<file path="config.mk">
export PLATFORM = sky130hd
export DESIGN_NAME = stu_commit_unit_flat
export DESIGN_NICKNAME = d
export VERILOG_FILES = /design/src/rtl/stu_pkg.sv /design/src/rtl/stu_commit_unit_if.sv /design/src/rtl/stu_level_adapt.sv /design/src/rtl/stu_commit_unit.sv /design/src/flat_wrapper.sv
export SDC_FILE = /design/constraint.sdc
export NUM_CORES = 1
export LEC_CHECK = 0
export ABC_AREA = 0
export BUFFER_PORTS_ARGS = -buffer_cell sky130_fd_sc_hd__buf_2
export CAP_MARGIN = 20
export CORE_ASPECT_RATIO = 1.25
export CORE_MARGIN = 5
export CORE_UTILIZATION = 58
export DETAILED_ROUTE_END_ITERATION = 8
export PLACE_DENSITY = 0.88
export SLEW_MARGIN = 20
export SYNTH_ARGS = -nofsm -noshare
export SYNTH_HDL_FRONTEND = slang
export SYNTH_HIERARCHICAL = 1
export SYNTH_SLANG_ARGS = --single-unit
</file>
<file path="constraint.sdc">
create_clock -name clk -period 3.1 [get_ports clk]
set_input_delay 0.155 -clock clk [delete_from_list [all_inputs] [get_ports clk]]
set_output_delay 0.155 -clock clk [all_outputs]
set_load 0.02 [all_outputs]
</file>
<file path="src/rtl/stu_pkg.sv">
// Shared types for the Speculative Threading Unit: core/address types,
// speculation levels and the commit unit's order-queue entry.
package stu_pkg;

  localparam int STU_NUM_CORES          = 4;
  localparam int PROMOTE_THRESH_DEFAULT = 16;
  localparam int CORE_ID_W              = $clog2(STU_NUM_CORES);

  typedef logic [CORE_ID_W-1:0] core_id_t;
  typedef logic [31:0]          addr_t;

  typedef enum logic [1:0] {
    SPEC_LEVEL_0_BYPASS     = 2'd0,
    SPEC_LEVEL_1_CAUTIOUS   = 2'd1,
    SPEC_LEVEL_2_OPTIMISTIC = 2'd2
  } spec_level_t;

  typedef enum logic {
    STU_COMMIT_RUN    = 1'b0,
    STU_COMMIT_SQUASH = 1'b1
  } stu_commit_state_t;

  typedef struct packed {
    core_id_t    core;
    addr_t       pc;
    spec_level_t level;
    logic        done;
    logic        viol;
  } stu_rob_entry_t;

endpackage

</file>
<file path="src/rtl/stu_commit_unit_if.sv">
// Dispatcher/core-facing bundle of the commit unit. The master side is the
// dispatcher plus cores; the slave side is the commit unit itself.
interface stu_commit_unit_if
  import stu_pkg::*;
#(
  parameter int NUM_CORES = STU_NUM_CORES
);

  logic                 alloc_valid;
  logic                 alloc_ready;
  core_id_t             alloc_core;
  addr_t                alloc_pc;
  spec_level_t          alloc_level;
  logic [NUM_CORES-1:0] done_valid;
  logic [NUM_CORES-1:0] done_violation;
  logic                 commit_valid;
  core_id_t             commit_core;
  addr_t                commit_pc;
  logic                 squash_valid;
  logic [NUM_CORES-1:0] squash_mask;
  spec_level_t          level_override;
  logic                 busy;

  modport master (
    output alloc_valid, alloc_core, alloc_pc, alloc_level, done_valid, done_violation,
    input  alloc_ready, commit_valid, commit_core, commit_pc, squash_valid, squash_mask,
           level_override, busy
  );

  modport slave (
    input  alloc_valid, alloc_core, alloc_pc, alloc_level, done_valid, done_violation,
    output alloc_ready, commit_valid, commit_core, commit_pc, squash_valid, squash_mask,
           level_override, busy
  );

endinterface

</file>
<file path="src/rtl/stu_level_adapt.sv">
// Speculation-level governor: demote one step per squash, promote one step
// after PROMOTE_THRESH consecutive clean commits.
module stu_level_adapt
  import stu_pkg::*;
#(
  parameter int PROMOTE_THRESH = PROMOTE_THRESH_DEFAULT
) (
  input  logic        clk,
  input  logic        rst_n,
  input  logic        commit_stb,
  input  logic        squash_stb,
  output spec_level_t level
);

  localparam int CNT_W = $clog2(PROMOTE_THRESH) + 1;
  localparam logic [CNT_W-1:0] CNT_PROMOTE = CNT_W'(PROMOTE_THRESH - 1);
  localparam logic [CNT_W-1:0] CNT_MAX     = '1;

  logic [CNT_W-1:0] success_cnt;

  // At the top level the counter only saturates; a squash restarts the run.
  always_ff @(posedge clk) begin
    if (!rst_n) begin
      level       <= SPEC_LEVEL_2_OPTIMISTIC;
      success_cnt <= '0;
    end else if (squash_stb) begin
      success_cnt <= '0;
      level       <= (level == SPEC_LEVEL_2_OPTIMISTIC) ? SPEC_LEVEL_1_CAUTIOUS
                                                        : SPEC_LEVEL_0_BYPASS;
    end else if (commit_stb) begin
      if (level == SPEC_LEVEL_2_OPTIMISTIC) begin
        if (success_cnt != CNT_MAX) success_cnt <= success_cnt + CNT_W'(1);
      end else if (success_cnt == CNT_PROMOTE) begin
        success_cnt <= '0;
        level       <= (level == SPEC_LEVEL_0_BYPASS) ? SPEC_LEVEL_1_CAUTIOUS
                                                      : SPEC_LEVEL_2_OPTIMISTIC;
      end else begin
        success_cnt <= success_cnt + CNT_W'(1);
      end
    end
  end

endmodule

</file>
<file path="src/rtl/stu_commit_unit.sv">
// In-order commit/rollback controller: tracks speculative tasks in program
// order, retires clean heads and flushes everything on a violating head.
module stu_commit_unit
  import stu_pkg::*;
#(
  parameter int NUM_CORES      = STU_NUM_CORES,
  parameter int PROMOTE_THRESH = PROMOTE_THRESH_DEFAULT
) (
  input logic              clk,
  input logic              rst_n,
  stu_commit_unit_if.slave bus
);

  localparam int PTR_W = $clog2(NUM_CORES);
  localparam int CNT_W = PTR_W + 1;
  localparam logic [0:0] ST_RUN    = 1'(STU_COMMIT_RUN);
  localparam logic [0:0] ST_SQUASH = 1'(STU_COMMIT_SQUASH);

  stu_rob_entry_t       rob [NUM_CORES];
  logic [0:0]           state;
  logic [PTR_W-1:0]     head, tail, tail_next;
  logic [CNT_W-1:0]     count;
  logic [PTR_W-1:0]     rel [NUM_CORES];
  logic [NUM_CORES-1:0] entry_live;
  logic [NUM_CORES-1:0] flush_mask;
  logic                 alloc_ready, alloc_fire, head_ready, pop, flush;
  logic                 commit_valid_q, squash_valid_q;
  core_id_t             commit_core_q;
  addr_t                commit_pc_q;
  logic [NUM_CORES-1:0] squash_mask_q;
  spec_level_t          level;
  logic                 unused_level_bits;

  assign alloc_ready = (state == ST_RUN) && (count < CNT_W'(NUM_CORES)) && rst_n;
  assign alloc_fire  = bus.alloc_valid && alloc_ready;
  assign tail_next   = alloc_fire ? tail + PTR_W'(1) : tail;
  assign head_ready  = (state == ST_RUN) && (count != '0) && rob[head].done;
  assign pop         = head_ready && !rob[head].viol;
  assign flush       = head_ready && rob[head].viol;

  // An entry is outstanding when its distance from head is below count.
  always_comb begin
    flush_mask        = '0;
    unused_level_bits = 1'b0;
    for (int i = 0; i < NUM_CORES; i++) begin
      rel[i]        = PTR_W'(i) - head;
      entry_live[i] = {1'b0, rel[i]} < count;
      if (entry_live[i]) flush_mask[rob[i].core] = 1'b1;
      unused_level_bits = unused_level_bits ^ (^rob[i].level);
    end
    if (alloc_fire) flush_mask[bus.alloc_core] = 1'b1;
  end

  // A fresh allocation wins over any report for the same slot, so a report
  // arriving alongside its own allocation is dropped.
  always_ff @(posedge clk) begin
    for (int i = 0; i < NUM_CORES; i++) begin
      if (alloc_fire && tail == PTR_W'(i)) begin
        rob[i] <= '{core: bus.alloc_core, pc: bus.alloc_pc, level: bus.alloc_level,
                    done: 1'b0, viol: 1'b0};
      end else if (entry_live[i] && bus.done_valid[rob[i].core]) begin
        rob[i].done <= 1'b1;
        rob[i].viol <= bus.done_violation[rob[i].core];
      end
    end
  end

  always_ff @(posedge clk) begin
    if (!rst_n) begin
      state          <= ST_RUN;
      head           <= '0;
      tail           <= '0;
      count          <= '0;
      commit_valid_q <= 1'b0;
      commit_core_q  <= '0;
      commit_pc_q    <= '0;
      squash_valid_q <= 1'b0;
      squash_mask_q  <= '0;
    end else begin
      commit_valid_q <= pop;
      squash_valid_q <= flush;
      squash_mask_q  <= flush ? flush_mask : '0;
      if (pop) begin
        commit_core_q <= rob[head].core;
        commit_pc_q   <= rob[head].pc;
      end
      tail <= tail_next;
      if (flush) begin
        head  <= tail_next;
        count <= '0;
        state <= ST_SQUASH;
      end else begin
        state <= ST_RUN;
        if (pop) head <= head + PTR_W'(1);
        count <= count + CNT_W'(alloc_fire) - CNT_W'(pop);
      end
    end
  end

  stu_level_adapt #(
    .PROMOTE_THRESH(PROMOTE_THRESH)
  ) u_level_adapt (
    .clk       (clk),
    .rst_n     (rst_n),
    .commit_stb(pop),
    .squash_stb(flush),
    .level     (level)
  );

  assign bus.alloc_ready    = alloc_ready;
  assign bus.commit_valid   = commit_valid_q;
  assign bus.commit_core    = commit_core_q;
  assign bus.commit_pc      = commit_pc_q;
  assign bus.squash_valid   = squash_valid_q;
  assign bus.squash_mask    = squash_mask_q;
  assign bus.level_override = level;
  assign bus.busy           = (count != '0);

endmodule

</file>
<file path="src/flat_wrapper.sv">
// flat-port wrapper written by rule: the top's interface ports become plain ports
module stu_commit_unit_flat import stu_pkg::*;
#(
  parameter int NUM_CORES      = STU_NUM_CORES,
  parameter int PROMOTE_THRESH = PROMOTE_THRESH_DEFAULT
)
  (clk, rst_n, bus_alloc_valid, bus_alloc_core, bus_alloc_pc, bus_alloc_level, bus_done_valid, bus_done_violation, bus_alloc_ready, bus_commit_valid, bus_commit_core, bus_commit_pc, bus_squash_valid, bus_squash_mask, bus_level_override, bus_busy);
  stu_commit_unit_if #(.NUM_CORES(NUM_CORES)) bus_i ();
  input logic clk;
  input logic rst_n;
  input wire logic [$bits(bus_i.alloc_valid)-1:0] bus_alloc_valid;
  input wire logic [$bits(bus_i.alloc_core)-1:0] bus_alloc_core;
  input wire logic [$bits(bus_i.alloc_pc)-1:0] bus_alloc_pc;
  input wire logic [$bits(bus_i.alloc_level)-1:0] bus_alloc_level;
  input wire logic [$bits(bus_i.done_valid)-1:0] bus_done_valid;
  input wire logic [$bits(bus_i.done_violation)-1:0] bus_done_violation;
  output wire logic [$bits(bus_i.alloc_ready)-1:0] bus_alloc_ready;
  output wire logic [$bits(bus_i.commit_valid)-1:0] bus_commit_valid;
  output wire logic [$bits(bus_i.commit_core)-1:0] bus_commit_core;
  output wire logic [$bits(bus_i.commit_pc)-1:0] bus_commit_pc;
  output wire logic [$bits(bus_i.squash_valid)-1:0] bus_squash_valid;
  output wire logic [$bits(bus_i.squash_mask)-1:0] bus_squash_mask;
  output wire logic [$bits(bus_i.level_override)-1:0] bus_level_override;
  output wire logic [$bits(bus_i.busy)-1:0] bus_busy;
  assign bus_i.alloc_valid = bus_alloc_valid;
  assign bus_i.alloc_core = bus_alloc_core;
  assign bus_i.alloc_pc = bus_alloc_pc;
  assign bus_i.alloc_level = bus_alloc_level;
  assign bus_i.done_valid = bus_done_valid;
  assign bus_i.done_violation = bus_done_violation;
  assign bus_alloc_ready = bus_i.alloc_ready;
  assign bus_commit_valid = bus_i.commit_valid;
  assign bus_commit_core = bus_i.commit_core;
  assign bus_commit_pc = bus_i.commit_pc;
  assign bus_squash_valid = bus_i.squash_valid;
  assign bus_squash_mask = bus_i.squash_mask;
  assign bus_level_override = bus_i.level_override;
  assign bus_busy = bus_i.busy;
  stu_commit_unit #(.NUM_CORES(NUM_CORES), .PROMOTE_THRESH(PROMOTE_THRESH)) u_core (.clk(clk), .rst_n(rst_n), .bus(bus_i));
endmodule
</file>
==> results of run 1 <==
## stage by stage
| step | hold WS (ns) | setup WS [ns] |
|---|---|---|
| finish | 0.208 | 0.635 |
| detailed placement | 0.370 | 0.641 |
| global placement | 0.365 | 0.698 |
| CTS | 0.181 | 0.629 |
| global route | 0.210 | 0.512 |
| floorplan | 0.231 | 0.442 |
## critical path: stages, from the launching register on
cell	delay, ns
dfxtp_2	0.37
mux4_2	0.58
nand4bb_4	0.25
inv_1	0.09
ha_1	0.13
inv_1	0.04
ha_1	0.18
fa_1	0.39
xnor2_1	0.14
and3_1	0.17
## path summary, 6_finish.rpt
check	from	to	cells past startpoint
min reg2reg	u_core/bus.commit_pc[30]$_SDFFE_PN0P_	u_core/bus.commit_pc[30]$_SDFFE_PN0P_	2
min	bus_alloc_valid	u_core/tail[1]$_SDFF_PN0_	3
max reg2reg	flop	u_core/count[2]$_SDFF_PP0_	9
max	flop	u_core/count[2]$_SDFF_PP0_	9
## power groups by stage
stage               registers, W  clock network [W]  logic [W]
floorplan                0.00352                  0    0.00135
global placement         0.00340                  0    0.00191
detailed placement       0.00343                  0    0.00200
CTS                      0.00337            0.00211    0.00205
global route             0.00341            0.00224    0.00225
finish                   0.00337            0.00207    0.00204
## metal layers
metal,part of all wire,up-vias,GRT usage
met1,0.38,2399,0.274
met3,0.062,29,0.0478
met5,0,-,0
met2,0.54,205,0.366
li1,-,2266,-
met4,0.023,0,0.0921
## layout make-up
class | count | area, um2
flip-flops and latches | 200 | 5440
fillers | 912 | 4080
multi-input cells | 275 | 2410
repair buffers | 133 | 913
clock buffers | 20 | 437
well taps | 175 | 219
clock inverters | 12 | 120
inverters | 20 | 75.1
## synthesized netlist by cell type, drive strengths merged (2+ instances only)
cell type | number | area share
edfxtp | 143 | 0.53
buf | 14 | 0.011
a32oi | 4 | 0.0044
ha | 11 | 0.017
nor2 | 11 | 0.0051
nand3b | 3 | 0.0028
nor3b | 5 | 0.0047
dfxtp | 57 | 0.14
inv | 20 | 0.0093
nand3 | 42 | 0.026
and2 | 7 | 0.0054
o211ai | 3 | 0.0028
nand4 | 2 | 0.0016
xnor2 | 3 | 0.0033
a31oi | 8 | 0.0062
nor4bb | 2 | 0.0025
nand2 | 46 | 0.021
clkbuf | 17 | 0.0081
nor2b | 6 | 0.0047
and3 | 5 | 0.0039
nand2b | 7 | 0.0054
mux4 | 44 | 0.12
o21ai | 38 | 0.025
a22oi | 2 | 0.0019
a21oi | 4 | 0.0025
mux2i | 4 | 0.0050
## registers in the layout, indices dropped and copies added, names as in the netlist, named ones only
signal / flops
u_core/rob: 144
u_core/bus.commit_pc: 32
u_core/u_level_adapt/success_cnt: 5
u_core/bus.squash_mask: 4
u_core/count: 3
u_core/bus.commit_core: 2
u_core/head: 2
u_core/tail: 2
u_core/u_level_adapt/level: 2
u_core/bus.commit_valid: 1
u_core/bus.squash_valid: 1
## layout by cell type, fill, tap and decap left out, types with 2 or more instances in the layout
cell	instances
buf_2	88
ha_1	11
dlygate4sd3_1	34
clkinvlp_4	6
buf_12	4
inv_1	20
a32oi_1	4
a22oi_1	2
nor2b_1	6
dfxtp_2	2
nor4bb_1	2
and2_2	4
buf_4	7
o21ai_2	4
a21oi_1	4
o211ai_1	3
inv_8	2
edfxtp_1	143
dfxtp_1	55
clkbuf_1	3
xnor2_1	3
nor2_1	11
o21ai_0	26
and3_1	5
nand3b_1	3
nand2_1	46
nand4_1	2
nand2b_1	7
mux2i_1	4
a31oi_1	8
o21ai_1	8
nand3_1	42
and2_1	3
clkbuf_16	17
nor3b_1	5
mux4_2	44
## cell families after synthesis
group	synth area share
xor gates and xnor gates	0.00435
AOI/OAI and AO/OA	0.0539
buffers and inverters	0.0281
adders and majority gates	0.0196
DFF	0.675
muxes	0.128
and+or+nand+nor	0.0911
==> results.yml, run 1 <==
final_layout:
  drive_gt1_frac: 0.282
  nNetsFinal: 706
  fin_area_mm2: 0.00961
  post-route-util: 0.702
  finalNonFillerCells: 835
  antenna_cells: 0
  syn_to_final_growth_pct: 19.4
global_route:
  grt_pass1_vias: 5148
  grt_pass1_wl_um: 27000
  globalRouteOverflowTotal: 0
  grt_max_degree: 84
  groute.usage.overall: 0.218
  antenna_found_initial: 0
yosys:
  ys_ff_latch: 200
  syn_inst: 526
  synthArstFlopShare: 0
  synth_edf_count: 143
  syn_area_mm2: 0.00805
  ys_warn_count: 6
  yosys_most_used_dff: "edfxtp_1"
  seq_area_frac_synth: 0.675
  synth_nets: 585
  avgSynthCellArea_um2: 15.3
  ys_types: 50
cts:
  cts-htree-levels: 4
  postCtsSetupBuffers: 0
  cts_tree: "done"
  hold_buffers: 34
  clkLatencyLatePin_ns: 0.43
  clockBufferDepth: 2
  clockRootBuffer: "clkbuf_16"
  path_clk_slew_ns: 0.07
  clkSinkCount: 200
  numCtsBuffers: 17
  cts_resized: 0
placement:
  gp_congestion: 0.867
  portBuffers: 88
  dpl.hpwl_um: 10200
  placed_area_mm2: 0.00872
  post-place-cells: 769
power:
  sw_frac_of_total: 0.313
  leakagePower_nw: 3.48
  irDropWorstVdd_uv: 657
  p_total_w: 0.00749
  power.share.combinational: 0.273
  p_seq_frac: 0.451
  power.density_mw_per_mm2: 779
  cellInternalPower_w: 0.00515
  p_switching_w: 0.00234
  clkPwrFrac: 0.276
sta:
  final_hold_viol_count: 0
  setup_tns_ns: 0
  finClkSkew_ns: 0.00897
  fmax_mhz: 406
  tightest_slew_ns: 0.863
  report.final.setup_viol: 0
  maxSlewViolCount: 0
  relSlewSlack: 0.425
  period_minus_slack_ns: 2.46
  rsz0062_at_grt: "false"
  post-route-period-util: 0.795
setup_path:
  endpoint_kind: "flop"
  worst-r2r-setup-slack_ns: 0.64
  cp_data_arrival_time_ns: 2.79
  crit_type: "flop to flop"
  startpoint_type: "flop"
  cp_data_required_time_ns: 3.42
  critical_path.max_fanout: 7
detailed_routing:
  wl_per_cell_um: 19.7
  vias_per_cell: 5.87
  dr_total_vias: 4899
  drtIter0Drc: 356
  remaining_drc_errors: 0
  ant_nets: 0
  dr.pass1.iters: 5
  postRouteWirelength_um: 16500
floorplan:
  dieArea_mm2: 0.0164
  die_w_um: 115
  start_util: 0.588
  rows: 48
  boundaryPins: 91
  core_area_mm2: 0.0137
  fp.dieH_um: 142
run_status:
  status: "finished clean"
worst_hold_path:
  hold_class: "primary input to flop"
run:
  drv_cap: 0
Power figures use the tool's default switching activity.
==> run 2: changes to the inputs <==
Clock period 3.1 ns to 2.4 ns, I/O delays scaled along.
==> run 2 against run 1 <==
Against the previous run:
- first-iteration DRC count up 8.1%
- total power up 36%
- utilization up 1.2 points
- highest routed layer unchanged
==> results.yml, run 2 (synthesis results as in run 1) <==
run_status:
  status: "finished clean"
final_layout:
  seqCellArea_mm2: 0.00544
  fillerInstances: 868
  finalNonFillerCells: 841
  regMostFlops: "u_core/rob"
  drive_gt1_frac: 0.302
  final_common_cell: "edfxtp_1"
  multi_input_area_mm2: 0.00244
  syn_to_final_growth_pct: 21.4
  antenna_cells: 0
  fin_area_mm2: 0.00977
  largest_reg_flops: 144
  final_cell_mix: "143 x edfxtp_1, 88 x buf_2, 55 x dfxtp_1, 46 x nand2_1, 44 x mux4_2"
  nNetsFinal: 712
floorplan:
  fp.dieH_um: 142
  die_w_um: 115
  boundaryPins: 91
  rows: 48
  core_area_mm2: 0.0137
  start_util: 0.588
  dieArea_mm2: 0.0164
detailed_routing:
  wl_per_cell_um: 20.4
  drtIter0Drc: 385
  dr.pass1.iters: 5
  vias_per_cell: 5.96
  remaining_drc_errors: 0
  dr_total_vias: 5009
  postRouteWirelength_um: 17200
  ant_nets: 0
sta:
  whs_ns: 0.153
  fmax_mhz: 432
  finClkSkew_ns: 0.0120
  relSlewSlack: 0.428
  final_hold_viol_count: 0
  post-route-period-util: 0.965
  period_minus_slack_ns: 2.31
  maxSlewViolCount: 0
  timing.final.ws_setup_ns: 0.0852
  rsz0062_at_grt: "false"
  tightest_slew_ns: 0.857
  report.final.setup_viol: 0
placement:
  portBuffers: 88
  placed_area_mm2: 0.00880
  place_ws_ns: 0.0774
  post-place-cells: 775
  dpl.hpwl_um: 10300
  gp_congestion: 0.850
power:
  irDropWorstVdd_uv: 742
  power.density_mw_per_mm2: 1040
  leakagePower_nw: 3.56
run:
  drv_cap: 0
setup_path:
  crit_type: "flop to flop"
  crit_path_cell_trace: "mux4_2 -> nand4bb_4 -> inv_4 -> ha_4 -> inv_2 -> ha_4 -> fa_2 -> xnor2_1 -> and3_1"
  crit_path_frequent_cell: "ha_4"
  critical_path.max_fanout: 4
  startpoint_type: "flop"
  path_buf_inv: 2
  cp_data_required_time_ns: 2.72
  cpMaxStageDelayCell: "mux4_2"
  crit_path_max_incr_delay_ns: 0.56
  path_delay_family: "adder cells"
  endpoint_kind: "flop"
  cp_data_arrival_time_ns: 2.64
worst_hold_path:
  hold_class: "primary input to flop"
cts:
  path_clk_slew_ns: 0.07
  clkSinkCount: 200
  clockBufferDepth: 2
  cts-htree-levels: 4
  clkLatencyLatePin_ns: 0.43
  clockRootBuffer: "clkbuf_16"
  numCtsBuffers: 17
  cts_tree: "done"
  postCtsSetupBuffers: 0
global_route:
  antenna_found_initial: 0
  grt_max_degree: 84
  groute.usage.overall: 0.225
  grt_pass1_wl_um: 27700
  globalRouteOverflowTotal: 0
  grt_pass1_vias: 5241
[run 2: power breakdown]
group          switching, W  internal [W]
Combinational       0.00160       0.00118
Sequential         0.000237       0.00412
Clock               0.00129       0.00173
Total               0.00312       0.00703
[run 2: cell type report]
| class | instances | area share |
|---|---|---|
| Inverter | 20 | 0.00794 |
| Clock inverter | 13 | 0.0186 |
| Multi-Input combinational cell | 275 | 0.250 |
| Sequential cell | 200 | 0.557 |
| Timing Repair Buffer | 139 | 0.0981 |
| Tap cell | 175 | 0.0224 |
| Clock buffer | 19 | 0.0463 |
[run 2: per-layer routing]
layer  track usage  share of wire
met4        0.0933          0.022
met2         0.382           0.53
met1         0.282           0.38
met5             0              0
met3        0.0427          0.060
[run 2: worst paths after layout]
path / from / endpoint / slack [ns] / cells after the start
min: bus_alloc_valid / u_core/tail[1]$_SDFF_PN0_ / 0.15 / 3
max: flop / u_core/count[2]$_SDFF_PP0_ / 0.09 / 9
min reg2reg: u_core/bus.commit_pc[30]$_SDFFE_PN0P_ / u_core/bus.commit_pc[30]$_SDFFE_PN0P_ / 0.45 / 2
max reg2reg: flop / u_core/count[2]$_SDFF_PP0_ / 0.09 / 9
[run 2: timing repair]
action	CTS	global route
endpoints found under the setup margin	0	1
resized for setup	0	1
endpoints found under the hold margin	136	0
hold buffers	34	0
[run 2: metrics by stage]
stage	setup TNS [ns]	util	power [W]
after floorplan	-0.370	-	0.00634
after global placement	0	0.642	0.00698
after detailed placement	0	0.642	0.00712
after CTS	0	0.714	0.0102
after global routing	0	0.714	0.0107
final	0	0.714	0.0102
[run 2: worst min-delay path, stage by stage]
cell,delay (ns)
buf_2,0.10
nor3b_1,0.15
mux2i_1,0.14
==> run 3: changes to the inputs <==
Settings changed: CORE_ASPECT_RATIO 1.25 to not set, RECOVER_POWER set to 100.
==> run 3 against run 2 <==
Against the previous run:
- the run now ends with max-capacitance violations, max-slew violations left
- global-route usage grew 0.21 points
- combinational power is essentially flat
- critical path depth is the same
- largest cell class unchanged
- hold slack gained 0.047 ns
- critical path type unchanged
- non-clock buffer count is the same
- utilization shrank 1.3 points
- cell count grew 0.59%
- flip-flop and latch count is the same
- clock power shrank 2%
- via count grew 1.9%
- wire length grew 2.5%
- largest power group unchanged
==> results.yml, run 3 (synthesis results as in run 1) <==
setup_path:
  cp_data_required_time_ns: 2.72
  startpoint_type: "flop"
  crit_type: "flop to flop"
  endpoint_kind: "flop"
  cp_data_arrival_time_ns: 2.66
  reg2reg_depth: 9
  critical_path.max_fanout: 4
worst_hold_path:
  hold_class: "primary input to flop"
  holdPathStages: 3
cts:
  numCtsBuffers: 17
  clkSinkCount: 200
  clockBufferDepth: 2
  cts-htree-levels: 4
  clkLatencyLatePin_ns: 0.43
  path_clk_slew_ns: 0.07
  clockRootBuffer: "clkbuf_16"
  cts_tree: "done"
sta:
  whs_ns: 0.200
  final_hold_viol_count: 0
  relSlewSlack: -0.0227
  finClkSkew_ns: 0.00632
  post-route-period-util: 0.974
  maxSlewViolCount: 84
  rsz0062_at_grt: "false"
  tightest_slew_ns: 1.53
  period_minus_slack_ns: 2.34
  fmax_mhz: 428
  report.final.setup_viol: 0
final_layout:
  drive_gt1_frac: 0.180
  nNetsFinal: 712
  final_common_cell: "edfxtp_1"
  final_cell_mix: "143 x edfxtp_1, 80 x clkbuf_1, 55 x dfxtp_1, 46 x nand2_1, 44 x mux4_2"
  syn_to_final_growth_pct: 19.9
  finalNonFillerCells: 846
  largest_reg_flops: 144
  regMostFlops: "u_core/rob"
global_route:
  groute.usage.overall: 0.227
  globalRouteOverflowTotal: 0
  antenna_found_initial: 1
  grt_max_degree: 84
  grt_pass1_wl_um: 28100
  grt_pass1_vias: 5333
detailed_routing:
  wl_per_cell_um: 20.8
  dr.pass1.iters: 5
  ant_nets: 0
  vias_per_cell: 6.03
  postRouteWirelength_um: 17600
  drtIter0Drc: 512
  dr_total_vias: 5104
  remaining_drc_errors: 0
floorplan:
  rows: 43
  die_w_um: 128
  dieArea_mm2: 0.0163
  fp.dieH_um: 128
  boundaryPins: 91
  core_area_mm2: 0.0138
  start_util: 0.585
placement:
  post-place-cells: 780
  gp_congestion: 0.826
  dpl.hpwl_um: 10700
  portBuffers: 88
power:
  cellInternalPower_w: 0.00698
  clkPwrFrac: 0.293
  leakagePower_nw: 3.27
  p_seq_frac: 0.434
  power.density_mw_per_mm2: 1040
  p_switching_w: 0.00309
  sw_frac_of_total: 0.307
  irDropWorstVdd_uv: 756
  power.share.combinational: 0.273
run_status:
  status: "finished, violations left"
  violations: "max-capacitance violations, max-slew violations"
run:
  drv_cap: 1
[run 3: changes by cell type in the layout (fill, tap and decap cells not counted), moves of 2 or more]
cell | previous run | this run
buf_4 | 13 | 11
clkbuf_1 | 0 | 80
clkbuf_8 | 2 | 0
buf_2 | 88 | 13
clkinv_2 | 0 | 2
inv_8 | 3 | 1
[run 3: repair_timing]
item                                    CTS  global route
gates resized for setup                   0             2
hold endpoints to repair                136             0
hold buffers                             34             0
endpoints found under the setup margin    0             1
setup buffers                             0             0
[run 3: area by class of cell]
type | instances | area [um2]
Sequential cell | 200 | 5440
Clock buffer | 20 | 437
Tap cell | 180 | 225
Inverter | 20 | 77.6
Clock inverter | 11 | 174
Multi-Input combinational cell | 275 | 2440
Antenna cell | 1 | 2.50
Fill cell | 952 | 4120
Timing Repair Buffer | 139 | 857
[run 3: metrics by stage]
| stage | power (W) | cell area (um2) | utilization | setup slack (ns) | TNS (ns) |
|---|---|---|---|---|---|
| after floorplan | 0.00634 | 8090 | - | -0.172 | -0.370 |
| after global routing | 0.0106 | 9660 | 0.701 | 0.00302 | 0 |
| after global placement | 0.00698 | 8800 | 0.639 | 0.131 | 0 |
| final | 0.0101 | 9660 | 0.701 | 0.0626 | 0 |
| after CTS | 0.0102 | 9750 | 0.708 | 0.0676 | 0 |
| after detailed placement | 0.00716 | 8800 | 0.639 | 0.0728 | 0 |
[run 3: worst max-delay path, stage by stage (launching register included)]
cell	delay, ns
dfxtp_2	0.38
mux4_2	0.57
nand4bb_4	0.14
inv_4	0.05
ha_4	0.26
inv_2	0.04
ha_4	0.15
fa_2	0.35
xnor2_1	0.13
and3_1	0.17
[run 3: layer usage]
layer	vias up	track usage	part of all wire
li1	2278	-	-
met5	-	0	0
met3	42	0.0621	0.068
met2	227	0.397	0.53
met4	0	0.0924	0.025
met1	2557	0.265	0.37
[run 3: power groups by stage]
stage               clock, W  combinational (W)  sequential, W
floorplan                  0            0.00179        0.00455
global placement           0            0.00259        0.00439
detailed placement         0            0.00273        0.00443
CTS                  0.00299            0.00280        0.00437
global route         0.00316            0.00298        0.00441
finish               0.00295            0.00276        0.00437
[run 3: path summary, 6_finish.rpt]
| kind | startpoint | to | slack, ns |
|---|---|---|---|
| worst max register to register | flop | u_core/count[2]$_SDFF_PP0_ | 0.06 |
| worst max-delay path | flop | u_core/count[2]$_SDFF_PP0_ | 0.06 |
| worst min register to register | u_core/bus.commit_pc[30]$_SDFFE_PN0P_ | u_core/bus.commit_pc[30]$_SDFFE_PN0P_ | 0.46 |
| worst min-delay path | bus_alloc_valid | u_core/tail[1]$_SDFF_PN0_ | 0.20 |
